`src/rtl/cu_pkg.sv`:
```
// Shared definitions for the sequencer control unit: state encodings,
// opcode class constants and the HALT operand fill value.
package cu_pkg;

    typedef enum logic [2:0] {
        S_LOAD    = 3'd0,
        S_FETCH   = 3'd1,
        S_DECODE  = 3'd2,
        S_EXECUTE = 3'd3,
        S_HALT    = 3'd4
    } cu_state_e;

    // Opcode classes, matched against the leading opcode bits shown
    localparam logic       OP_ALU  = 1'b1;     // op[3]
    localparam logic [1:0] OP_CJMP = 2'b01;    // op[3:2]
    localparam logic [2:0] OP_MEM  = 3'b001;   // op[3:1]
    localparam logic [3:0] OP_JMP  = 4'b0000;  // op
    localparam logic [3:0] OP_NOP  = 4'b0001;  // op

    // HALT is OP_NOP with every operand bit equal to this value
    localparam logic HALT_OPND_FILL = 1'b1;

    // True for the memory opcode class (read in DECODE, ALU/write in EXECUTE)
    function automatic logic is_mem_op(input logic [3:0] op);
        return (op[3:1] == OP_MEM);
    endfunction

endpackage

```
`src/rtl/seq_control_unit_if.sv`:
```
// Instruction/status inputs and control outputs of the sequencer.
// master: the control unit side; slave: the datapath side.
interface cu_if #(
    parameter int IW   = 12,
    parameter int SRW  = 4,
    parameter int LA_W = 8
);
    logic [IW-1:0]   insreg;
    logic [SRW-1:0]  statereg;
    logic            dm_ready;
    logic [3:0]      ALU_mode;
    logic            sel_MUX1;
    logic            sel_MUX2;
    logic            PC_E;
    logic            Acc_E;
    logic            SR_E;
    logic            IR_E;
    logic            DR_E;
    logic            PM_E;
    logic            PM_LE;
    logic            DM_E;
    logic            DM_WE;
    logic            ALU_E;
    logic [LA_W-1:0] load_addr;
    logic [2:0]      state_o;
    logic            halted;

    modport master (
        input  insreg, statereg, dm_ready,
        output ALU_mode, sel_MUX1, sel_MUX2, PC_E, Acc_E, SR_E, IR_E, DR_E,
               PM_E, PM_LE, DM_E, DM_WE, ALU_E, load_addr, state_o, halted
    );

    modport slave (
        output insreg, statereg, dm_ready,
        input  ALU_mode, sel_MUX1, sel_MUX2, PC_E, Acc_E, SR_E, IR_E, DR_E,
               PM_E, PM_LE, DM_E, DM_WE, ALU_E, load_addr, state_o, halted
    );
endinterface

```
`src/rtl/seq_control_unit_load_counter.sv`:
```
// Program-load address counter: advances while enabled, wraps to zero after
// the last program word and flags that terminal count.
module cu_load_counter #(
    parameter int DEPTH = 256,
    parameter int AW    = $clog2(DEPTH)
) (
    input  logic          clk_i,
    input  logic          rst_i,
    input  logic          en_i,
    output logic [AW-1:0] addr_o,
    output logic          tc_o
);
    localparam logic [AW-1:0] LAST = AW'(DEPTH - 1);
    localparam logic [AW-1:0] ONE  = {{(AW-1){1'b0}}, 1'b1};

    logic [AW-1:0] addr_q;
    logic [AW-1:0] addr_d;

    assign tc_o   = (addr_q == LAST);
    assign addr_o = addr_q;

    // Next address: hold, increment, or wrap after the last word
    always_comb begin
        addr_d = addr_q;
        if (en_i) begin
            if (tc_o) begin
                addr_d = '0;
            end else begin
                addr_d = addr_q + ONE;
            end
        end else begin
            addr_d = addr_q;
        end
    end

    // Address register, cleared by reset from any state
    always_ff @(posedge clk_i) begin
        if (rst_i) begin
            addr_q <= '0;
        end else begin
            addr_q <= addr_d;
        end
    end
endmodule

```
`src/rtl/seq_control_unit.sv`:
```
// Sequencer control unit: LOAD -> FETCH -> DECODE -> EXECUTE loop with
// data-memory handshake stalls. Control outputs are decoded from the state
// register and the current inputs.
// Build option: define CU_HALT_EN to make op=0001 with an all-ones operand
// enter a HALT state that only reset leaves.
module seq_control_unit
    import cu_pkg::*;
#(
    parameter int IW         = 12,
    parameter int SRW        = 4,
    parameter int PROG_DEPTH = 256,
    parameter int LA_W       = $clog2(PROG_DEPTH)
) (
    input  logic clk,
    input  logic rst,
    cu_if.master bus
);
    localparam int SIW = $clog2(SRW);

    cu_state_e       state_q;
    logic [3:0]      op_s;
    logic [3:0]      f_s;
    logic [SIW-1:0]  sr_idx_s;
    logic            load_en_s;
    logic            load_tc_s;
    logic [LA_W-1:0] load_addr_s;
    logic            mem_op_s;

    assign op_s     = bus.insreg[IW-1:IW-4];
    assign f_s      = bus.insreg[IW-5:IW-8];
    assign mem_op_s = is_mem_op(op_s);

    // Status bit select is f modulo SRW; SRW is a power of two
    if (SIW <= 4) begin : g_idx_narrow
        assign sr_idx_s = f_s[SIW-1:0];
    end else begin : g_idx_wide
        assign sr_idx_s = {{(SIW-4){1'b0}}, f_s};
    end

`ifdef CU_HALT_EN
    logic halt_op_s;
    assign halt_op_s = (op_s == OP_NOP) &&
                       (bus.insreg[IW-5:0] == {(IW-4){HALT_OPND_FILL}});
`endif

    assign load_en_s = (state_q == S_LOAD) && !rst;

    cu_load_counter #(
        .DEPTH (PROG_DEPTH),
        .AW    (LA_W)
    ) u_load_counter (
        .clk_i  (clk),
        .rst_i  (rst),
        .en_i   (load_en_s),
        .addr_o (load_addr_s),
        .tc_o   (load_tc_s)
    );

    assign bus.load_addr = load_addr_s;
    assign bus.state_o   = state_q;

    // Sequencer state register with its transition rules
    always_ff @(posedge clk) begin
        if (rst) begin
            state_q <= S_LOAD;
        end else begin
            case (state_q)
                S_LOAD: begin
                    if (load_tc_s) state_q <= S_FETCH;
                    else           state_q <= S_LOAD;
                end
                S_FETCH: begin
                    state_q <= S_DECODE;
                end
                S_DECODE: begin
                    if (mem_op_s && !bus.dm_ready) state_q <= S_DECODE;
                    else                           state_q <= S_EXECUTE;
                end
                S_EXECUTE: begin
                    if (mem_op_s && !op_s[0] && !bus.dm_ready) begin
                        state_q <= S_EXECUTE;
`ifdef CU_HALT_EN
                    end else if (halt_op_s) begin
                        state_q <= S_HALT;
`endif
                    end else begin
                        state_q <= S_FETCH;
                    end
                end
`ifdef CU_HALT_EN
                S_HALT: begin
                    state_q <= S_HALT;
                end
`endif
                default: begin
                    state_q <= S_LOAD;
                end
            endcase
        end
    end

    // Control decode; everything not asserted by a rule stays 0, and reset
    // forces all controls low
    always_comb begin
        bus.ALU_mode = 4'h0;
        bus.sel_MUX1 = 1'b0;
        bus.sel_MUX2 = 1'b0;
        bus.PC_E     = 1'b0;
        bus.Acc_E    = 1'b0;
        bus.SR_E     = 1'b0;
        bus.IR_E     = 1'b0;
        bus.DR_E     = 1'b0;
        bus.PM_E     = 1'b0;
        bus.PM_LE    = 1'b0;
        bus.DM_E     = 1'b0;
        bus.DM_WE    = 1'b0;
        bus.ALU_E    = 1'b0;
        bus.halted   = 1'b0;
        if (rst) begin
            bus.ALU_mode = 4'h0;
        end else begin
            case (state_q)
                S_LOAD: begin
                    bus.PM_LE = 1'b1;
                    bus.PM_E  = 1'b1;
                end
                S_FETCH: begin
                    bus.IR_E = 1'b1;
                    bus.PM_E = 1'b1;
                end
                S_DECODE: begin
                    if (mem_op_s) begin
                        bus.DM_E = 1'b1;
                        bus.DR_E = bus.dm_ready;
                    end else begin
                        bus.DM_E = 1'b0;
                    end
                end
                S_EXECUTE: begin
                    if (op_s[3] == OP_ALU) begin
                        bus.PC_E     = 1'b1;
                        bus.Acc_E    = 1'b1;
                        bus.SR_E     = 1'b1;
                        bus.ALU_E    = 1'b1;
                        bus.sel_MUX1 = 1'b1;
                        bus.ALU_mode = {1'b0, op_s[2:0]};
                    end else if (op_s[3:2] == OP_CJMP) begin
                        bus.PC_E     = 1'b1;
                        bus.sel_MUX1 = bus.statereg[sr_idx_s];
                    end else if (mem_op_s) begin
                        bus.ALU_E    = 1'b1;
                        bus.ALU_mode = f_s;
                        bus.sel_MUX1 = 1'b1;
                        bus.sel_MUX2 = 1'b1;
                        if (op_s[0]) begin
                            bus.Acc_E = 1'b1;
                            bus.PC_E  = 1'b1;
                            bus.SR_E  = 1'b1;
                        end else begin
                            // Write held until acknowledged; PC/SR fire once
                            bus.DM_E  = 1'b1;
                            bus.DM_WE = 1'b1;
                            bus.PC_E  = bus.dm_ready;
                            bus.SR_E  = bus.dm_ready;
                        end
                    end else if (op_s == OP_JMP) begin
                        bus.PC_E     = 1'b1;
                        bus.sel_MUX1 = 1'b1;
                    end else begin
`ifdef CU_HALT_EN
                        bus.PC_E = !halt_op_s;
`else
                        bus.PC_E = 1'b1;
`endif
                    end
                end
`ifdef CU_HALT_EN
                S_HALT: begin
                    bus.halted = 1'b1;
                end
`endif
                default: begin
                    bus.halted = 1'b0;
                end
            endcase
        end
    end
endmodule

```
`src/flat_wrapper.sv`:
```
// flat-port wrapper written by rule: the top's interface ports become plain ports
module seq_control_unit_flat import cu_pkg::*;
#(
    parameter int IW         = 12,
    parameter int SRW        = 4,
    parameter int PROG_DEPTH = 256,
    parameter int LA_W       = $clog2(PROG_DEPTH)
)
  (clk, rst, bus_insreg, bus_statereg, bus_dm_ready, bus_ALU_mode, bus_sel_MUX1, bus_sel_MUX2, bus_PC_E, bus_Acc_E, bus_SR_E, bus_IR_E, bus_DR_E, bus_PM_E, bus_PM_LE, bus_DM_E, bus_DM_WE, bus_ALU_E, bus_load_addr, bus_state_o, bus_halted);
  cu_if #(.IW(IW), .SRW(SRW), .LA_W(LA_W)) bus_i ();
  input  logic clk;
  input  logic rst;
  input wire logic [$bits(bus_i.insreg)-1:0] bus_insreg;
  input wire logic [$bits(bus_i.statereg)-1:0] bus_statereg;
  input wire logic [$bits(bus_i.dm_ready)-1:0] bus_dm_ready;
  output wire logic [$bits(bus_i.ALU_mode)-1:0] bus_ALU_mode;
  output wire logic [$bits(bus_i.sel_MUX1)-1:0] bus_sel_MUX1;
  output wire logic [$bits(bus_i.sel_MUX2)-1:0] bus_sel_MUX2;
  output wire logic [$bits(bus_i.PC_E)-1:0] bus_PC_E;
  output wire logic [$bits(bus_i.Acc_E)-1:0] bus_Acc_E;
  output wire logic [$bits(bus_i.SR_E)-1:0] bus_SR_E;
  output wire logic [$bits(bus_i.IR_E)-1:0] bus_IR_E;
  output wire logic [$bits(bus_i.DR_E)-1:0] bus_DR_E;
  output wire logic [$bits(bus_i.PM_E)-1:0] bus_PM_E;
  output wire logic [$bits(bus_i.PM_LE)-1:0] bus_PM_LE;
  output wire logic [$bits(bus_i.DM_E)-1:0] bus_DM_E;
  output wire logic [$bits(bus_i.DM_WE)-1:0] bus_DM_WE;
  output wire logic [$bits(bus_i.ALU_E)-1:0] bus_ALU_E;
  output wire logic [$bits(bus_i.load_addr)-1:0] bus_load_addr;
  output wire logic [$bits(bus_i.state_o)-1:0] bus_state_o;
  output wire logic [$bits(bus_i.halted)-1:0] bus_halted;
  assign bus_i.insreg = bus_insreg;
  assign bus_i.statereg = bus_statereg;
  assign bus_i.dm_ready = bus_dm_ready;
  assign bus_ALU_mode = bus_i.ALU_mode;
  assign bus_sel_MUX1 = bus_i.sel_MUX1;
  assign bus_sel_MUX2 = bus_i.sel_MUX2;
  assign bus_PC_E = bus_i.PC_E;
  assign bus_Acc_E = bus_i.Acc_E;
  assign bus_SR_E = bus_i.SR_E;
  assign bus_IR_E = bus_i.IR_E;
  assign bus_DR_E = bus_i.DR_E;
  assign bus_PM_E = bus_i.PM_E;
  assign bus_PM_LE = bus_i.PM_LE;
  assign bus_DM_E = bus_i.DM_E;
  assign bus_DM_WE = bus_i.DM_WE;
  assign bus_ALU_E = bus_i.ALU_E;
  assign bus_load_addr = bus_i.load_addr;
  assign bus_state_o = bus_i.state_o;
  assign bus_halted = bus_i.halted;
  seq_control_unit #(.IW(IW), .SRW(SRW), .PROG_DEPTH(PROG_DEPTH), .LA_W(LA_W)) u_core (.clk(clk), .rst(rst), .bus(bus_i));
endmodule
```
`config.mk`:
```
export PLATFORM = sky130hd
export DESIGN_NAME = seq_control_unit_flat
export DESIGN_NICKNAME = d
export VERILOG_FILES = /design/src/rtl/cu_pkg.sv /design/src/rtl/seq_control_unit_if.sv /design/src/rtl/seq_control_unit_load_counter.sv /design/src/rtl/seq_control_unit.sv /design/src/flat_wrapper.sv
export SDC_FILE = /design/constraint.sdc
export NUM_CORES = 1
export LEC_CHECK = 0
export CORE_MARGIN = 2
export CORE_UTILIZATION = 30
export CTS_CLUSTER_SIZE = 28
export DETAILED_ROUTE_END_ITERATION = 10
export GPL_TIMING_DRIVEN = 0
export PLACE_DENSITY_LB_ADDON = 0.1
export SLEW_MARGIN = 30
export SYNTH_ARGS = -nofsm -noshare
export SYNTH_HDL_FRONTEND = slang
export SYNTH_SLANG_ARGS = --single-unit
```
`constraint.sdc`:
```
create_clock -name clk -period 1.5 [get_ports clk]
set_input_delay 0.225 -clock clk [delete_from_list [all_inputs] [get_ports clk]]
set_output_delay 0.225 -clock clk [all_outputs]
set_load 0.02 [all_outputs]
```
After elaboration in Yosys (flattened, before gate mapping) --
Index checks and enable logic that the tools add are counted.
Word-level totals: flip-flop bits (word level) 11, bits of input ports 19, logic and storage cells 80
Operators by class: add/subtract/negate cells 1, magnitude comparators 1, equal/unequal tests 6, multiplexer cells 60, reductions and logical operators 10
Operators by type and width (number):
- $mux 1 | 50
- $mux 4 | 5
- $pmux 3 s4 | 1
- $add 8x1->8 const B | 1
- $eq 8x8->1 const B | 1
- $mux 8 | 1
- $eq 3x1->1 const B | 2
- $eq 3x2->1 const B | 2
- $logic_and 1x1->1 | 4
- $logic_not 4->1 | 1
- $logic_not 1->1 | 3
- $logic_not 3->1 | 1
- $lt 2x3->1 const B | 1
- $bmux 1 s2 | 1
- $eq 2x1->1 const B | 1
- $mux 2 | 1
- $pmux 1 s2 | 1
- $reduce_or 2->1 | 1

Logic depth before layout (Yosys ltp) --
depth in word-level cells 7, gate-level depth with buffers 5

By module --
From an unflattened synthesis, not the netlist that was laid out.
Unflattened totals: cells, all modules 94, area, all modules 723.2 sq um
Modules (own cells, without submodules):
- cu_load_counter | instances 1, cells each 43, area an instance 375.4 sq um, seq. area each 160.2 sq um
- seq_control_unit | instances 1, cells each 51, area an instance 347.8 sq um, seq. area each 40.0 sq um

Worst setup path before layout --
No wires, ideal clock.
path type register to output, from reg u_core.state_q[1] (netlist: u_core.bus.state_o[1]), to out bus_ALU_mode[3], arrival 1.572 ns, data required time 1.275 ns, setup slack -0.297 ns, stages on the path, launching flop included 4, cell sequence dfxtp_1 nand3b_1 nor2_1 and2_1
On the way: word-level cells in the longest chain between the ends 3
RTL lines:
- start, declared | RTL line seq_control_unit.sv:20 | cu_state_e state_q;
- start signal, assigned | RTL line seq_control_unit.sv:65 | state_q <= S_LOAD;
- start signal, assigned | RTL line seq_control_unit.sv:69 | if (load_tc_s) state_q <= S_FETCH;
- start signal, assigned | RTL line seq_control_unit.sv:70 | else state_q <= S_LOAD;
- $eq 3x2->1 | RTL line seq_control_unit.sv:122 | case (state_q)
- $mux 4 | RTL line seq_control_unit.sv:122
- $mux 4 | RTL line seq_control_unit.sv:119 | if (rst) begin
- end, declared | RTL line flat_wrapper.sv:16 | output wire logic [$bits(bus_i.ALU_mode)-1:0] bus_ALU_mode;
Every way passes these cells.

Final worst setup path --
from reg u_core.state_q[1] (netlist: u_core.bus.state_o[1]), to out bus_DM_WE
On the way: word-level cells in the longest chain between the ends 3
RTL lines:
- $eq 3x2->1 | RTL line seq_control_unit.sv:122
- $mux 1 | RTL line seq_control_unit.sv:122
- $mux 1 | RTL line seq_control_unit.sv:119
- end, declared | RTL line flat_wrapper.sv:27 | output wire logic [$bits(bus_i.DM_WE)-1:0] bus_DM_WE;
Every way passes these cells.

==> out/metrics.yaml <==
die_h_um: 51.1
overflow: 0
holdWs_ps: 440
yosys_most_used_dff: "dfxtp_1"
hp-class: "input port to register"
leakage_nw: 0.551
cts-root-buf: "clkbuf_4"
register_area_um2: 205
syn_avg_cell_area_um2: 7.83
drive_gt1_share_pct: 34.8
status: "finished clean"
numClockSinks: 10
post-route-drc-count: 0
ys_types: 33
port_buffers: 40
antenna_found_initial: 0
num_vias: 804
cellPowerDensity_nw_per_um2: 538
ys_top_cells_by_area: "dfxtp_1 30%, a21oi_1 6.0%, nor2_1 5.6%"
grt_max_degree: 11
fin_crit_sh_pct: 97.4
crit_type: "register to primary output"
fillers: 236
fmax_ghz: 0.684
vias_per_cell: 5.03
die-area_um2: 2610
clk_pin_slew_ps: 70
post_drt_wl_per_cell_um: 12.4
slew_viol_final: 0
crit_path_max_fanout: 10
utilization_pct: 52.7
grt_setup_unrepaired: "true"
multi_input_area_um2: 502
cp-start-kind: "register"
period_needed_ps: 1460
h-tree-depth: 1
synth_area_um2: 666
cts_buffers: 3
maxCapViolCount: 0
num_rows: 17
clk_latency_ps: 260
synth_edf_count: 0
yosysTopAreaCell: "dfxtp_1"
initial_utilization_pct: 31.0
insertedDiodeCount: 0
synth-seq-cells: 10
cts_hold_buf: 0
fin_setup_tns_ps: 0
ant_nets: 0
seq_area_frac_synth_pct: 30.1
grt_first_pass_wirelength_um: 3460
syn2layout_area_growth_pct: 69.9
cts.path.max_buffers: 2
cts_tree: "done"
synth_top_area_share_pct: 30.1
first_pass_iters: 5
end_kind: "primary output"
yosysWarnings: 0
totalWireLength_um: 1980
finClkSkew_ps: 4.30
dp_hpwl_um: 1450
core_area_um2: 2150
hold_viol_final: 0
grt_pass1_vias: 757
ir_drop_uv: 727
gp_congestion: 0.751
crit_arrival_ps: 1240
p_total_mw: 0.609
die_x_um: 51.1
syn_inst: 85
setup_violations: 0
grtUsageTotal_pct: 17.1
layout.nets: 154
cp_data_required_time_ps: 1270
initialDrtViolationCount: 7
synthArstFlopShare_pct: 0
ioPinCount: 47
## metal layers
layer  GRT usage [%]  up-vias  wire length, um
li1                -      400                -
met1            23.5      369              918
met2            25.3       31              863
met3            5.56        4              174
met4            4.95        0               22
met5               0        -                0
## logic make-up (layout without fill, tap and decap cells)
family	Yosys count	in the layout	share of synthesized area [%]
AND/OR/NAND/NOR	43	43	35.2
multiplexers	2	2	4.89
buffers and inverters	5	51	5.07
AO/OA/AOI/OAI	18	18	15.8
flip-flops	10	10	30.1
adder cells (fa/ha/maj)	1	1	1.88
other	1	2	0.563
XOR/XNOR	5	5	6.58
## timing repair
| action | in CTS | in global routing |
|---|---|---|
| cloned | 0 | 0 |
| pin swaps | 5 | 5 |
| resized for setup | 107 | 16 |
| buffers inserted | 3 | 1 |
| endpoints found under the setup margin | 24 | 13 |
## stage by stage
stage,cell area [um^2],setup WS (ps),cells
finish,1130,38.7,160
detailed placement,1120,-817,154
CTS,1130,-17.8,160
global placement,1120,-792,154
floorplan,683,-206,86
global route,1130,-88.7,160
## where the power goes
group          switching [mW]  total (mW)  internal [mW]
sequential             0.0115       0.285          0.274
clock                  0.0936       0.186         0.0927
combinational          0.0716       0.137         0.0659
total                   0.177       0.609          0.432
## final cells by class
| class | count | share of cell area (%) |
|---|---|---|
| multi-input cells | 71 | 44.4 |
| flip-flops and latches | 10 | 18.1 |
| plain buffers | 3 | 1.77 |
| well taps | 28 | 3.10 |
| clock buffers | 3 | 1.99 |
| repair buffers | 44 | 30.3 |
| inverters | 1 | 0.332 |
## synth_stat cells (2+ instances only)
cell type,n
nand2b_1,2
a22oi_1,2
nand2_1,6
and2_1,3
nand4_1,2
nand3_1,4
xor2_1,4
buf_4,2
nor3_1,7
or3_1,2
dfxtp_1,10
a21oi_1,8
nor2_1,10
o21ai_0,4
## critical path, stage by stage, from the launching register on
cell and delay (ps):
dfxtp_4 370, nand3b_1 90, buf_6 150, nor3_1 170, buf_2 190
## path summary, 6_finish.rpt
check,from,slack (ps),cells past startpoint,to
worst max-delay path,u_core.bus.state_o[1]$_SDFF_PP0_,40,4,bus_DM_WE
worst min-delay path,rst,440,2,u_core.bus.state_o[0]$_SDFF_PP0_
worst max register to register,u_core.bus.state_o[0]$_SDFF_PP0_,50,5,u_core.u_load_counter.addr_o[7]$_SDFFE_PP0P_
worst min register to register,u_core.u_load_counter.addr_o[6]$_SDFFE_PP0P_,520,2,u_core.u_load_counter.addr_o[6]$_SDFFE_PP0P_
## flip-flops by register name (all words and copies together) (netlist names)
register                      flops
u_core.bus.state_o                2
u_core.u_load_counter.addr_o      8
## placed cells by master, fill, tap and decap left out, drive strengths merged, types with 2 or more instances in the layout
| master | n |
|---|---|
| a21oi | 8 |
| a22oi | 2 |
| and2 | 3 |
| buf | 21 |
| clkbuf | 10 |
| clkdlybuf4s50 | 3 |
| conb | 2 |
| dfxtp | 10 |
| dlygate4sd2 | 13 |
| dlymetal6s2s | 2 |
| nand2 | 6 |
| nand2b | 2 |
| nand3 | 4 |
| nand4 | 3 |
| nor2 | 12 |
| nor3 | 7 |
| o21ai | 4 |
| or3 | 2 |
| xor2 | 4 |
(Power assumes the default switching activity.)
